**config.mk**
```make
export PLATFORM = sky130hd
export DESIGN_NAME = store_be_buffer_flat
export DESIGN_NICKNAME = d
export VERILOG_FILES = /design/src/rtl/store_be_buffer_if.sv /design/src/rtl/store_be_buffer.sv /design/src/flat_wrapper.sv
export SDC_FILE = /design/constraint.sdc
export NUM_CORES = 1
export LEC_CHECK = 0
export ABC_AREA = 0
export CORE_UTILIZATION = 30
export DETAILED_ROUTE_END_ITERATION = 16
export MAX_ROUTING_LAYER = met4
export SYNTH_ARGS = -nofsm -noshare
export SYNTH_HDL_FRONTEND = slang
export SYNTH_SLANG_ARGS = --single-unit
```
**constraint.sdc**
```tcl
create_clock -name clk -period 21 [get_ports clk]
set_input_delay 4.2 -clock clk [delete_from_list [all_inputs] [get_ports clk]]
set_output_delay 4.2 -clock clk [all_outputs]
set_load 0.01 [all_outputs]
```
**src/rtl/store_be_buffer_if.sv**
```systemverilog
// Store request and data-memory write bus bundle for store_be_buffer.
interface store_be_buffer_if;
    logic        st_valid;
    logic [9:0]  st_instrType;
    logic [31:0] st_addr;
    logic [31:0] st_data;
    logic        st_ready;
    logic        st_exc;
    logic        pending;
    logic        mem_valid;
    logic [31:0] mem_addr;
    logic [3:0]  mem_be;
    logic [31:0] mem_wdata;
    logic        mem_ready;

    modport slave (
        input  st_valid, st_instrType, st_addr, st_data, mem_ready,
        output st_ready, st_exc, pending, mem_valid, mem_addr, mem_be, mem_wdata
    );

    modport master (
        output st_valid, st_instrType, st_addr, st_data, mem_ready,
        input  st_ready, st_exc, pending, mem_valid, mem_addr, mem_be, mem_wdata
    );
endinterface

```
**src/rtl/store_be_buffer.sv**
```systemverilog
// Store buffer: AdES check, byte-lane formatting and a FIFO draining to the data bus.
// Optional macro STORE_BYPASS_EN lets a legal store pass straight through an empty, ready buffer.
module store_be_buffer #(
    parameter int unsigned DEPTH    = 4,
    parameter logic [9:0]  INSTR_SB = 10'h028,
    parameter logic [9:0]  INSTR_SH = 10'h029,
    parameter logic [9:0]  INSTR_SW = 10'h02B
) (
    input logic           clk,
    input logic           reset,
    store_be_buffer_if.slave bus
);
    localparam int unsigned AW = $clog2(DEPTH);

    logic [AW-1:0] head, tail;
    logic [AW:0]   count;
    logic [31:0]   q_addr  [DEPTH];
    logic [3:0]    q_be    [DEPTH];
    logic [31:0]   q_wdata [DEPTH];

    logic        is_sb, is_sh, is_sw, is_store;
    logic [1:0]  size_m1;
    logic [32:0] last;
    logic        in_dm, in_tc, in_ig, misalign, ro_reg, exc;
    logic [31:0] f_addr, f_wdata, lane_mask;
    logic [3:0]  f_be;
    logic        legal, full, head_valid, bypass, enq, deq;

    function automatic logic in_rng(input logic [31:0] a, input logic [32:0] l,
                                    input logic [31:0] lo, input logic [31:0] hi);
        return (a >= lo) && (l <= {1'b0, hi});
    endfunction

    always_comb begin
        is_sb    = (bus.st_instrType == INSTR_SB);
        is_sh    = (bus.st_instrType == INSTR_SH);
        is_sw    = (bus.st_instrType == INSTR_SW);
        is_store = is_sb | is_sh | is_sw;
        size_m1  = is_sw ? 2'd3 : (is_sh ? 2'd1 : 2'd0);
        // 33-bit end address so a wrap past 0xFFFF_FFFF cannot look in range
        last     = {1'b0, bus.st_addr} + {31'd0, size_m1};
        in_dm    = in_rng(bus.st_addr, last, 32'h0000_0000, 32'h0000_2FFF);
        in_tc    = in_rng(bus.st_addr, last, 32'h0000_7F00, 32'h0000_7F0B)
                 | in_rng(bus.st_addr, last, 32'h0000_7F10, 32'h0000_7F1B);
        in_ig    = in_rng(bus.st_addr, last, 32'h0000_7F20, 32'h0000_7F23);
        misalign = (is_sw & (bus.st_addr[1:0] != 2'b00)) | (is_sh & bus.st_addr[0]);
        ro_reg   = (bus.st_addr[31:2] == 30'h0000_1FC2) | (bus.st_addr[31:2] == 30'h0000_1FC6);
        exc      = bus.st_valid & is_store &
                   (misalign | !(in_dm | in_tc | in_ig) | ((is_sh | is_sb) & in_tc) | ro_reg);
    end

    always_comb begin
        f_addr  = {bus.st_addr[31:2], 2'b00};
        f_be    = 4'b0000;
        f_wdata = '0;
        if (is_sw) begin
            f_be    = 4'b1111;
            f_wdata = bus.st_data;
        end else if (is_sh) begin
            f_be    = bus.st_addr[1] ? 4'b1100 : 4'b0011;
            f_wdata = {2{bus.st_data[15:0]}};
        end else if (is_sb) begin
            f_be    = 4'b0001 << bus.st_addr[1:0];
            f_wdata = {4{bus.st_data[7:0]}};
        end
        lane_mask = {{8{f_be[3]}}, {8{f_be[2]}}, {8{f_be[1]}}, {8{f_be[0]}}};
        f_wdata   = f_wdata & lane_mask;
    end

    assign full       = (count == (AW + 1)'(DEPTH));
    assign head_valid = (count != '0);
    assign legal      = bus.st_valid & is_store & !exc;

`ifdef STORE_BYPASS_EN
    assign bypass = !head_valid & bus.mem_ready & legal;
`else
    assign bypass = 1'b0;
`endif

    assign enq = legal & !full & !bypass;
    assign deq = head_valid & bus.mem_ready;

    assign bus.st_ready = !full;
    assign bus.st_exc   = exc;
    assign bus.pending  = head_valid;

    always_comb begin
        bus.mem_valid = head_valid;
        bus.mem_addr  = head_valid ? q_addr[head]  : '0;
        bus.mem_be    = head_valid ? q_be[head]    : '0;
        bus.mem_wdata = head_valid ? q_wdata[head] : '0;
        if (bypass) begin
            bus.mem_valid = 1'b1;
            bus.mem_addr  = f_addr;
            bus.mem_be    = f_be;
            bus.mem_wdata = f_wdata;
        end
    end

    always_ff @(posedge clk) begin
        if (reset) begin
            head  <= '0;
            tail  <= '0;
            count <= '0;
            for (int unsigned i = 0; i < DEPTH; i++) begin
                q_addr[i]  <= '0;
                q_be[i]    <= '0;
                q_wdata[i] <= '0;
            end
        end else begin
            if (enq) begin
                q_addr[tail]  <= f_addr;
                q_be[tail]    <= f_be;
                q_wdata[tail] <= f_wdata;
                tail          <= tail + 1'b1;
            end
            if (deq) begin
                head <= head + 1'b1;
            end
            case ({enq, deq})
                2'b10:   count <= count + 1'b1;
                2'b01:   count <= count - 1'b1;
                default: count <= count;
            endcase
        end
    end
endmodule

```
**src/flat_wrapper.sv**
```systemverilog
// flat-port wrapper written by rule: the top's interface ports become plain ports
module store_be_buffer_flat 
#(
    parameter int unsigned DEPTH    = 4,
    parameter logic [9:0]  INSTR_SB = 10'h028,
    parameter logic [9:0]  INSTR_SH = 10'h029,
    parameter logic [9:0]  INSTR_SW = 10'h02B
)
  (clk, reset, bus_st_valid, bus_st_instrType, bus_st_addr, bus_st_data, bus_mem_ready, bus_st_ready, bus_st_exc, bus_pending, bus_mem_valid, bus_mem_addr, bus_mem_be, bus_mem_wdata);
  store_be_buffer_if bus_i ();
  input logic clk;
  input logic reset;
  input wire logic [$bits(bus_i.st_valid)-1:0] bus_st_valid;
  input wire logic [$bits(bus_i.st_instrType)-1:0] bus_st_instrType;
  input wire logic [$bits(bus_i.st_addr)-1:0] bus_st_addr;
  input wire logic [$bits(bus_i.st_data)-1:0] bus_st_data;
  input wire logic [$bits(bus_i.mem_ready)-1:0] bus_mem_ready;
  output wire logic [$bits(bus_i.st_ready)-1:0] bus_st_ready;
  output wire logic [$bits(bus_i.st_exc)-1:0] bus_st_exc;
  output wire logic [$bits(bus_i.pending)-1:0] bus_pending;
  output wire logic [$bits(bus_i.mem_valid)-1:0] bus_mem_valid;
  output wire logic [$bits(bus_i.mem_addr)-1:0] bus_mem_addr;
  output wire logic [$bits(bus_i.mem_be)-1:0] bus_mem_be;
  output wire logic [$bits(bus_i.mem_wdata)-1:0] bus_mem_wdata;
  assign bus_i.st_valid = bus_st_valid;
  assign bus_i.st_instrType = bus_st_instrType;
  assign bus_i.st_addr = bus_st_addr;
  assign bus_i.st_data = bus_st_data;
  assign bus_i.mem_ready = bus_mem_ready;
  assign bus_st_ready = bus_i.st_ready;
  assign bus_st_exc = bus_i.st_exc;
  assign bus_pending = bus_i.pending;
  assign bus_mem_valid = bus_i.mem_valid;
  assign bus_mem_addr = bus_i.mem_addr;
  assign bus_mem_be = bus_i.mem_be;
  assign bus_mem_wdata = bus_i.mem_wdata;
  store_be_buffer #(.DEPTH(DEPTH), .INSTR_SB(INSTR_SB), .INSTR_SH(INSTR_SH), .INSTR_SW(INSTR_SW)) u_core (.clk(clk), .reset(reset), .bus(bus_i));
endmodule
```
---- Word-level counts from Yosys, hierarchy flattened ----
Memories as Yosys holds them, arrays and structs flattened. A register that Yosys moved wholly into a read port is not among the register bits.
Cells that the tools add are included.
word-level totals
  bits in registers ....................... 7
  bits in latches ......................... 0
  memory bits (writable) .................. 264
  memory bits (read-only) ................. 0
  input bits .............................. 78
  output and inout port bits .............. 72
  word-level logic and storage cells ...... 93
  memories kept ........................... 3
memories
  name            depth  bits a word  rd ports  clocked after Yosys merged registers in  wr ports  RTL line               source
  u_core.q_wdata  4      32           1         1                                        4         store_be_buffer.sv:19  logic [31:0] q_wdata [DEPTH];
  u_core.q_addr   4      30           1         1                                        4         store_be_buffer.sv:17  logic [31:0] q_addr [DEPTH];
  u_core.q_be     4      4            1         1                                        4         store_be_buffer.sv:18  logic [3:0] q_be [DEPTH];
cells by class
  $add $sub $neg .......................... 5
  multiply operators ...................... 0
  div/mod/pow operators ................... 0
  order comparisons ....................... 8
  eq/ne operators ......................... 8
  shift-type cells ........................ 1
  multiplexer cells ....................... 33
  bitwise gates (word level) .............. 19
  reductions and logical operators ........ 13
operators with widths
  operator                                                              count
  two-way mux 32 bit                                                    6
  less-or-equal comparator 33 x 15 -> 1 bit (second input constant)     3
  greater-or-equal comparator 32 x 15 -> 1 bit (second input constant)  3
  equality test 30 x 13 -> 1 bit (second input constant)                2
  adder 32 x 2 -> 33 bit                                                1
  less-or-equal comparator 33 x 14 -> 1 bit (second input constant)     1
  AND 32 bit                                                            1
  greater-or-equal comparator 32 x 1 -> 1 bit (second input constant)   1
  OR reduction 32 bit                                                   1
  equality test 10 x 6 -> 1 bit (second input constant)                 3
  two-way mux 30 bit                                                    1
  OR reduction 30 bit                                                   1
  two-way mux 4 bit                                                     6
  two-way mux 2 bit                                                     10
  bitwise OR 1 bit                                                      10
  two-way mux 1 bit                                                     9
  AND 1 bit                                                             8
  case mux 3 bit (2 select lines)                                       1
  adder 2 x 1 -> 2 bit (second input constant)                          2
  logical AND 1 bit                                                     4
  nonzero test 2 bit                                                    2
  OR reduction 4 bit                                                    1
  << shifter 1 x 2 -> 4 bit (first input constant)                      1
  adder 3 x 1 -> 3 bit (second input constant)                          1
  other kinds (6)                                                       8

---- Logic depth before layout (Yosys ltp) ----
Gate-level depths: netlist of run 1.
  depth in word-level cells ............... 22
  depth in mapped cells ................... 21
  gate-level depth less buffers ........... 17

---- Worst setup path after synthesis of run 1 ----
No wires, ideal clock.
  path kind ............................... input-to-output
  start ................................... in bus_st_instrType[1]
  end ..................................... out bus_st_exc
  arrival ................................. 7424 ps
  data required time ...................... 16800 ps
  setup slack ............................. 9376 ps
  cell stages on the path ................. 13
  buffers on the path ..................... 3
  cell sequence ........................... clkbuf_1 -> and2_1 -> clkbuf_1 -> clkbuf_1 -> and3_1 -> ha_1 -> a21oi_1 -> nor4_1 -> nor4_1 -> nor3_1 -> a2111oi_0 -> nand2_1 -> a31oi_1
on the way
  longest elaborated chain between the ends .. 14
  elaborated cells between the ends (all ways) .. 29
ends and longest elaborated chain
  item                                       RTL line               source
  start: declaration                         flat_wrapper.sv:14     input wire logic [$bits(bus_i.st_instrType)-1:0] bus_st_instrType;
  equality test 10 x 6 -> 1 bit              store_be_buffer.sv:36  is_sh = (bus.st_instrType == INSTR_SH);
  two-way mux 1 bit                          store_be_buffer.sv:39  size_m1 = is_sw ? 2'd3 : (is_sh ? 2'd1 : 2'd0);
  two-way mux 2 bit                          store_be_buffer.sv:39
  adder 32 x 2 -> 33 bit                     store_be_buffer.sv:41  last = {1'b0, bus.st_addr} + {31'd0, size_m1};
  less-or-equal comparator 33 x 15 -> 1 bit  store_be_buffer.sv:31  return (a >= lo) && (l <= {1'b0, hi});
  logical AND 1 bit                          store_be_buffer.sv:31
  bitwise OR 1 bit                           store_be_buffer.sv:44  | in_rng(bus.st_addr, last, 32'h0000_7F10, 32'h0000_7F1B);
  bitwise OR 1 bit (2 in a row)              store_be_buffer.sv:49  (misalign | !(in_dm | in_tc | in_ig) | ((is_sh | is_sb) & in_tc) | ro_reg);
  logical NOT 1 bit                          store_be_buffer.sv:49
  bitwise OR 1 bit (3 in a row)              store_be_buffer.sv:49
  AND 1 bit *                                store_be_buffer.sv:48  exc = bus.st_valid & is_store &
  end: declaration                           flat_wrapper.sv:19     output wire logic [$bits(bus_i.st_exc)-1:0] bus_st_exc;
Every way passes the cells marked *; elsewhere a longest branch is shown, timed or not.

---- Worst setup path after layout of run 1 ----
Same ends and word-level chain as after synthesis.

==> flow_metrics.py, run 1 <==
metrics = {
    "clock_tree": {
        "cts-buffers-inserted": 29,
        "tritoncts": "done",
        "path_clk_slew_ns": 0.05,
        "cts_setup_buffers": 0,
        "clkSinkCount": 273,
        "ctsHoldBuffers": 0,
        "cts_root_buffer": "clkbuf_16",
        "cts_resized": 0,
        "ctsHtreeMaxLevel": 1,
        "worst_skew_pair.late_latency_ns": 0.56,
        "ctsLongestPathBuffers": 3,
    },
    "grt": {
        "antenna_found_initial": 0,
        "grt_pass1_wl_um": 52700,
        "grt_use_total_pct": 15.9,
        "overflow": 0,
        "grt_max_degree": 110,
        "grt_pass1_vias": 8923,
    },
    "finish": {
        "nFillCells": 4231,
        "nNetsFinal": 1256,
        "drive_gt1_share_pct": 12.6,
        "final_cell_mix": "edfxtp_1, nor3_1, clkdlybuf4s50_1",
        "final_common_cell": "edfxtp_1",
        "area_delta_synth_final_pct": 23.9,
        "antennaDiodeCount": 0,
    },
    "timing": {
        "holdWs_ns": 0.526,
        "min_period_ns": 13.55,
        "tns_ns": 0,
        "max_slew.worst_pin.slew_ns": 1.27,
        "final.setup_skew_ns": 0.0209,
        "rsz0062_at_grt": "no",
        "drv_slew": 0,
        "hold_viol": 0,
        "period_share_pct": 64.5,
        "fmax_ghz": 0.0738,
        "slew_headroom_pct": 14.6,
        "finalSetupViolCount": 0,
    },
    "worst_setup_path": {
        "cp.required_ns": 16.80,
        "cp.arrival_ns": 9.35,
        "worstSetupStartpointType": "primary input",
        "critPathCaptureType": "primary output",
        "critical_path.max_fanout": 18,
        "critical_path_class": "primary input to primary output",
    },
    "detailed_routing": {
        "drtIter0Drc": 691,
        "route.detailed.drc": 0,
        "routed_wirelength_um": 34300,
        "ant_nets": 0,
        "drt-wirelength-per-cell_um": 19.3,
        "drtPass1Iterations": 5,
        "vias_per_cell": 4.94,
        "route.vias.total": 8800,
    },
    "yosys": {
        "muxShareOfSynthArea_pct": 12.2,
        "synth_top_family_by_area": "simple AND/OR/NAND/NOR gates",
        "synth_compound_area_share_pct": 4.39,
        "postSynth.asyncResetShare_pct": 0,
        "synth_adder_area_share_pct": 0.585,
        "yosys.area_share.simple_pct": 18.1,
        "syn-mean-instance-area_um2": 13.3,
        "synthXorXnorAreaFrac_pct": 0.595,
        "ys_seq_area_share_pct": 61.2,
        "synth.top_cell.area_share_pct": 59.8,
        "yosysWarnings": 0,
        "synth_area_mm2": 0.0133,
        "synth.distinct_cells": 62,
        "ys_ff_latch": 273,
        "ys.flop_type": "edfxtp_1",
        "yosys-top-cells-area": "edfxtp_1, mux4_2, nor3_1",
        "syn_inst": 993,
        "synth-edff-count": 264,
        "yosys.area.top_type": "edfxtp_1",
    },
    "placement": {
        "hpwl_um": 21100,
        "gp_congestion": 0.832,
        "io_buffers": 147,
    },
    "pwr": {
        "p_leak_nw": 5.24,
        "power_density_mw_per_mm2": 71.8,
        "ir_drop_mv": 0.0600,
    },
    "status": {
        "status": "finished, final reports clean",
    },
    "floorplan": {
        "die-area_mm2": 0.0450,
        "fp.dieH_um": 212,
        "die_w_um": 212,
        "ios": 150,
        "rows": 76,
        "core_area_mm2": 0.0434,
        "initial_core_util_pct": 30.6,
    },
    "run": {
        "cap_violations": 0,
    },
    "hold_path": {
        "min_path_type": "flip-flop to flip-flop",
    },
}
## cell type report
cell class	count	area [µm²]	share of cell area, %
Clock buffer	38	759	4.62
Clock inverter	15	128	0.777
Inverter	19	71.3	0.434
Multi-Input combinational cell	690	5050	30.7
Sequential cell	273	8120	49.4
Tap cell	585	732	4.46
Timing Repair Buffer	160	1570	9.55
## report_power, final
group | total, W | switching [W] | internal (W)
Clock | 0.000483 | 0.000205 | 0.000278
Combinational | 0.0000679 | 0.0000382 | 0.0000296
Sequential | 0.000627 | 0.00000557 | 0.000622
Total | 0.00118 | 0.000249 | 0.000930
## synthesized netlist by cell type, types with 3 or more instances
| cell | instances |
|---|---|
| and2_1 | 70 |
| nand3_1 | 14 |
| ha_1 | 3 |
| mux4_2 | 66 |
| a22o_1 | 16 |
| o21ai_0 | 13 |
| and4_1 | 3 |
| a31oi_1 | 5 |
| nor4b_1 | 3 |
| nor4_4 | 3 |
| edfxtp_1 | 264 |
| a21o_1 | 3 |
| nand2_1 | 62 |
| a21oi_1 | 10 |
| mux2i_1 | 9 |
| buf_2 | 23 |
| nand2b_1 | 3 |
| nor3_2 | 9 |
| xnor2_1 | 4 |
| buf_4 | 3 |
| a311oi_1 | 3 |
| dfxtp_1 | 9 |
| a211o_1 | 4 |
| xor2_1 | 5 |
| clkbuf_1 | 37 |
| or2_2 | 6 |
| buf_1 | 13 |
| a211oi_1 | 3 |
| nor4_1 | 14 |
| inv_1 | 18 |
| and3_1 | 6 |
| nor2b_1 | 4 |
| o21bai_1 | 4 |
| nand4_1 | 15 |
| nor3_1 | 149 |
| or3_1 | 3 |
| nor2_1 | 80 |
## routing by layer
layer | up-vias | GRT usage [%] | wire, µm
met5 | - | - | 0
met4 | 0 | 4.60 | 802
met3 | 52 | 1.85 | 1730
met2 | 268 | 25.9 | 16700
met1 | 4351 | 20.8 | 15100
li1 | 4129 | - | -
## worst max-delay path: stages
cell and delay (ns):
clkdlybuf4s50_1 0.88, and2_1 0.63, and3_1 0.29, fa_1 0.44, nand4_1 0.23, nor3_1 1.02
nand4_1 0.20, nand3_1 0.20, a21oi_1 0.06, a211o_1 0.37, a31oi_1 0.23, clkdlybuf4s50_1 0.59
## final timing paths
| kind | slack, ns | end | from | cells past startpoint |
|---|---|---|---|---|
| setup / recovery | 7.45 | bus_st_exc | bus_st_instrType[1] | 12 |
| hold / removal | 0.53 | u_core.count[2] | u_core.count[2] | 2 |
| setup reg to reg | 17.83 | u_core.q_wdata[0][13] | u_core.count[1] | 7 |
| hold reg to reg | 0.53 | u_core.count[2] | u_core.count[2] | 2 |
## stage by stage
step	setup WS [ns]	instance area [µm²]	util, %	cells	power [W]
final	7.45	16400	37.9	1780	0.00118
after CTS	7.59	16400	37.9	1780	0.00119
after floorplan	9.38	13500	-	1058	0.000673
after global routing	7.11	16400	37.9	1780	0.00122
after global placement	7.63	15500	35.8	1727	0.000706
after detailed placement	7.61	15500	35.8	1727	0.000707
## state kept, by name, summed over array words and instances (netlist names), named ones only
register / cells
u_core.tail: 2
u_core.count: 3
u_core.q_addr: 120
u_core.q_be: 16
u_core.head: 2
u_core.q_wdata: 128
## cells by family (layout without fill, tap and decap cells)
family                   after synthesis  after routing
XOR/XNOR                               9              9
AO/OA/AOI/OAI                         79             79
adder cells (fa/ha/maj)                5              5
buffers and inverters                 95            232
flip-flops                           273            273
other                                  1             66
AND/OR/NAND/NOR                      453            453
multiplexers                          78             78
(Power assumes the default switching activity.)
==> run 2: changes to the inputs <==
==> constraint.sdc (replaced) <==
create_clock -name clk -period 13.95 [get_ports clk]
set_input_delay 2.79 -clock clk [delete_from_list [all_inputs] [get_ports clk]]
set_output_delay 2.79 -clock clk [all_outputs]
set_load 0.01 [all_outputs]
==> run 2 against run 1 <==
Compared with the run above:
- hold slack worse by 0.0090 ns
- utilization increased by 0.072 points
- routed wire length shrank 0.77%
- register-to-register slack lost 7.0 ns
- critical path type unchanged
==> flow_metrics.py, run 2 (same netlist as run 1, synthesis figures left out) <==
metrics = {
    "status": {
        "status": "finished, final reports clean",
    },
    "detailed_routing": {
        "ant_nets": 0,
        "route.detailed.drc": 0,
        "drtPass1Iterations": 5,
        "drtIter0Drc": 666,
        "route.vias.total": 8867,
        "routed_wirelength_um": 34100,
        "vias_per_cell": 4.97,
        "drt-wirelength-per-cell_um": 19.1,
    },
    "timing": {
        "final.setup_skew_ns": 0.0298,
        "period_share_pct": 76.6,
        "drv_slew": 0,
        "hold_viol": 0,
        "finalSetupViolCount": 0,
        "max_slew.worst_pin.slew_ns": 1.18,
        "tns_ns": 0,
        "rsz0062_at_grt": "no",
        "slew_headroom_pct": 20.6,
        "fmax_ghz": 0.0936,
        "min_period_ns": 10.68,
        "fin_ws_ns": 3.27,
    },
    "finish": {
        "final_common_cell": "edfxtp_1",
        "reg_top3": "u_core.q_wdata x128, u_core.q_addr x120, u_core.q_be x16",
        "area_delta_synth_final_pct": 24.2,
        "final_cell_mix": "edfxtp_1, nor3_1, clkdlybuf4s50_1",
        "nNetsFinal": 1258,
        "nFillCells": 4252,
        "drive_gt1_share_pct": 12.8,
        "largest_reg_flops": 128,
        "utilization_pct": 37.9,
        "antennaDiodeCount": 0,
        "largest_register": "u_core.q_wdata",
    },
    "grt": {
        "grt_use_total_pct": 15.8,
        "overflow": 0,
        "grt_pass1_wl_um": 52600,
        "grt_pass1_vias": 8996,
        "grt_max_degree": 110,
        "antenna_found_initial": 0,
    },
    "floorplan": {
        "initial_core_util_pct": 30.6,
        "ios": 150,
        "core_area_mm2": 0.0434,
        "die_w_um": 212,
        "die-area_mm2": 0.0450,
        "rows": 76,
        "fp.dieH_um": 212,
    },
    "worst_setup_path": {
        "cp_slowest_cell": "nor3_1",
        "critical_path.max_fanout": 18,
        "path_cells": "clkdlybuf4s50_1, and2_1, and3_1, fa_1, nand4_1, nor3_1, a21o_1, a211oi_1, o31ai_1, nor4_4, a31oi_1, clkdlybuf4s50_1",
        "slowest_delay_ns": 0.94,
        "timing.rr.start": "u_core.count[1]",
        "crit_cells": 12,
        "crit_path_frequent_cell": "clkdlybuf4s50_1",
        "startpoint": "bus_st_instrType[1]",
        "cp_top_family": "simple AND/OR/NAND/NOR gates",
        "cp.required_ns": 11.16,
        "worstSetupStartpointType": "primary input",
        "timing.rr.end": "u_core.q_be[0][3]",
        "endpoint": "bus_st_exc",
        "crit_buf_inv": 2,
        "critical_path_class": "primary input to primary output",
        "critPathCaptureType": "primary output",
        "cp.arrival_ns": 7.89,
        "worstRegToRegCells": 7,
        "r2r_slack_ns": 10.80,
    },
    "clock_tree": {
        "path_clk_slew_ns": 0.07,
        "ctsHtreeMaxLevel": 1,
        "ctsLongestPathBuffers": 3,
        "cts_setup_buffers": 0,
        "cts_resized": 0,
        "cts-buffers-inserted": 30,
        "clkSinkCount": 273,
        "worst_skew_pair.late_latency_ns": 0.57,
        "cts_root_buffer": "clkbuf_16",
        "tritoncts": "done",
        "ctsHoldBuffers": 0,
    },
    "pwr": {
        "ir_drop_mv": 0.104,
        "power_density_mw_per_mm2": 108,
        "p_leak_nw": 5.25,
    },
    "placement": {
        "hpwl_um": 21000,
        "io_buffers": 147,
        "pre_cts_slack_ns": 3.36,
        "gp_congestion": 0.851,
    },
    "run": {
        "cap_violations": 0,
    },
    "hold_path": {
        "min_path_type": "flip-flop to flip-flop",
    },
}
==> run 2: where the power goes <==
group          internal (W)  switching [W]
combinational     0.0000446      0.0000571
sequential         0.000936     0.00000839
clock              0.000414       0.000323
total               0.00139       0.000389
==> run 2: worst register-to-register path, delay by kind of cell, from the launching register on <==
kind,cells,cell delay [ns]
flops,1,0.33
buf+inv,2,1.75
simple gates,3,0.48
compound gates,2,0.29
==> run 2: cell type report <==
class	instances	area, µm²	share of cell area (%)
inverter	19	71.3	0.433
tap	585	732	4.45
multi-input combinational	690	5050	30.7
timing repair buffer	161	1580	9.58
clock buffer	36	773	4.70
clock inverter	19	138	0.837
sequential	273	8120	49.3
==> run 2: how the worst min path moves through the flow <==
stage                     from              end  cells past startpoint
2_1_floorplan  u_core.count[2]  u_core.count[2]                      2
3_3_place_gp   u_core.count[2]  u_core.count[2]                      2
3_5_place_dp   u_core.count[2]  u_core.count[2]                      2
4_1_cts        u_core.count[2]  u_core.count[2]                      2
5_1_grt        u_core.count[2]  u_core.count[2]                      2
6_report       u_core.count[2]  u_core.count[2]                      2
==> run 2: per-layer routing <==
metal	part of all wire [%]	up-vias	GRT usage (%)
met2	49	292	25.5
li1	-	4137	-
met3	5.4	48	1.85
met1	44	4390	20.9
met4	2.2	0	4.57
met5	0	-	-
==> run 2: stage by stage <==
| step | instance area, µm² | cells | hold WS (ns) | total power [W] |
|---|---|---|---|---|
| 5_1_grt | 16500 | 1783 | 0.561 | 0.00184 |
| 3_3_place_gp | 15500 | 1728 | 0.497 | 0.00106 |
| 2_1_floorplan | 13500 | 1058 | 0.480 | 0.00101 |
| 4_1_cts | 16500 | 1783 | 0.523 | 0.00180 |
| 6_report | 16500 | 1783 | 0.517 | 0.00178 |
| 3_5_place_dp | 15500 | 1728 | 0.515 | 0.00106 |
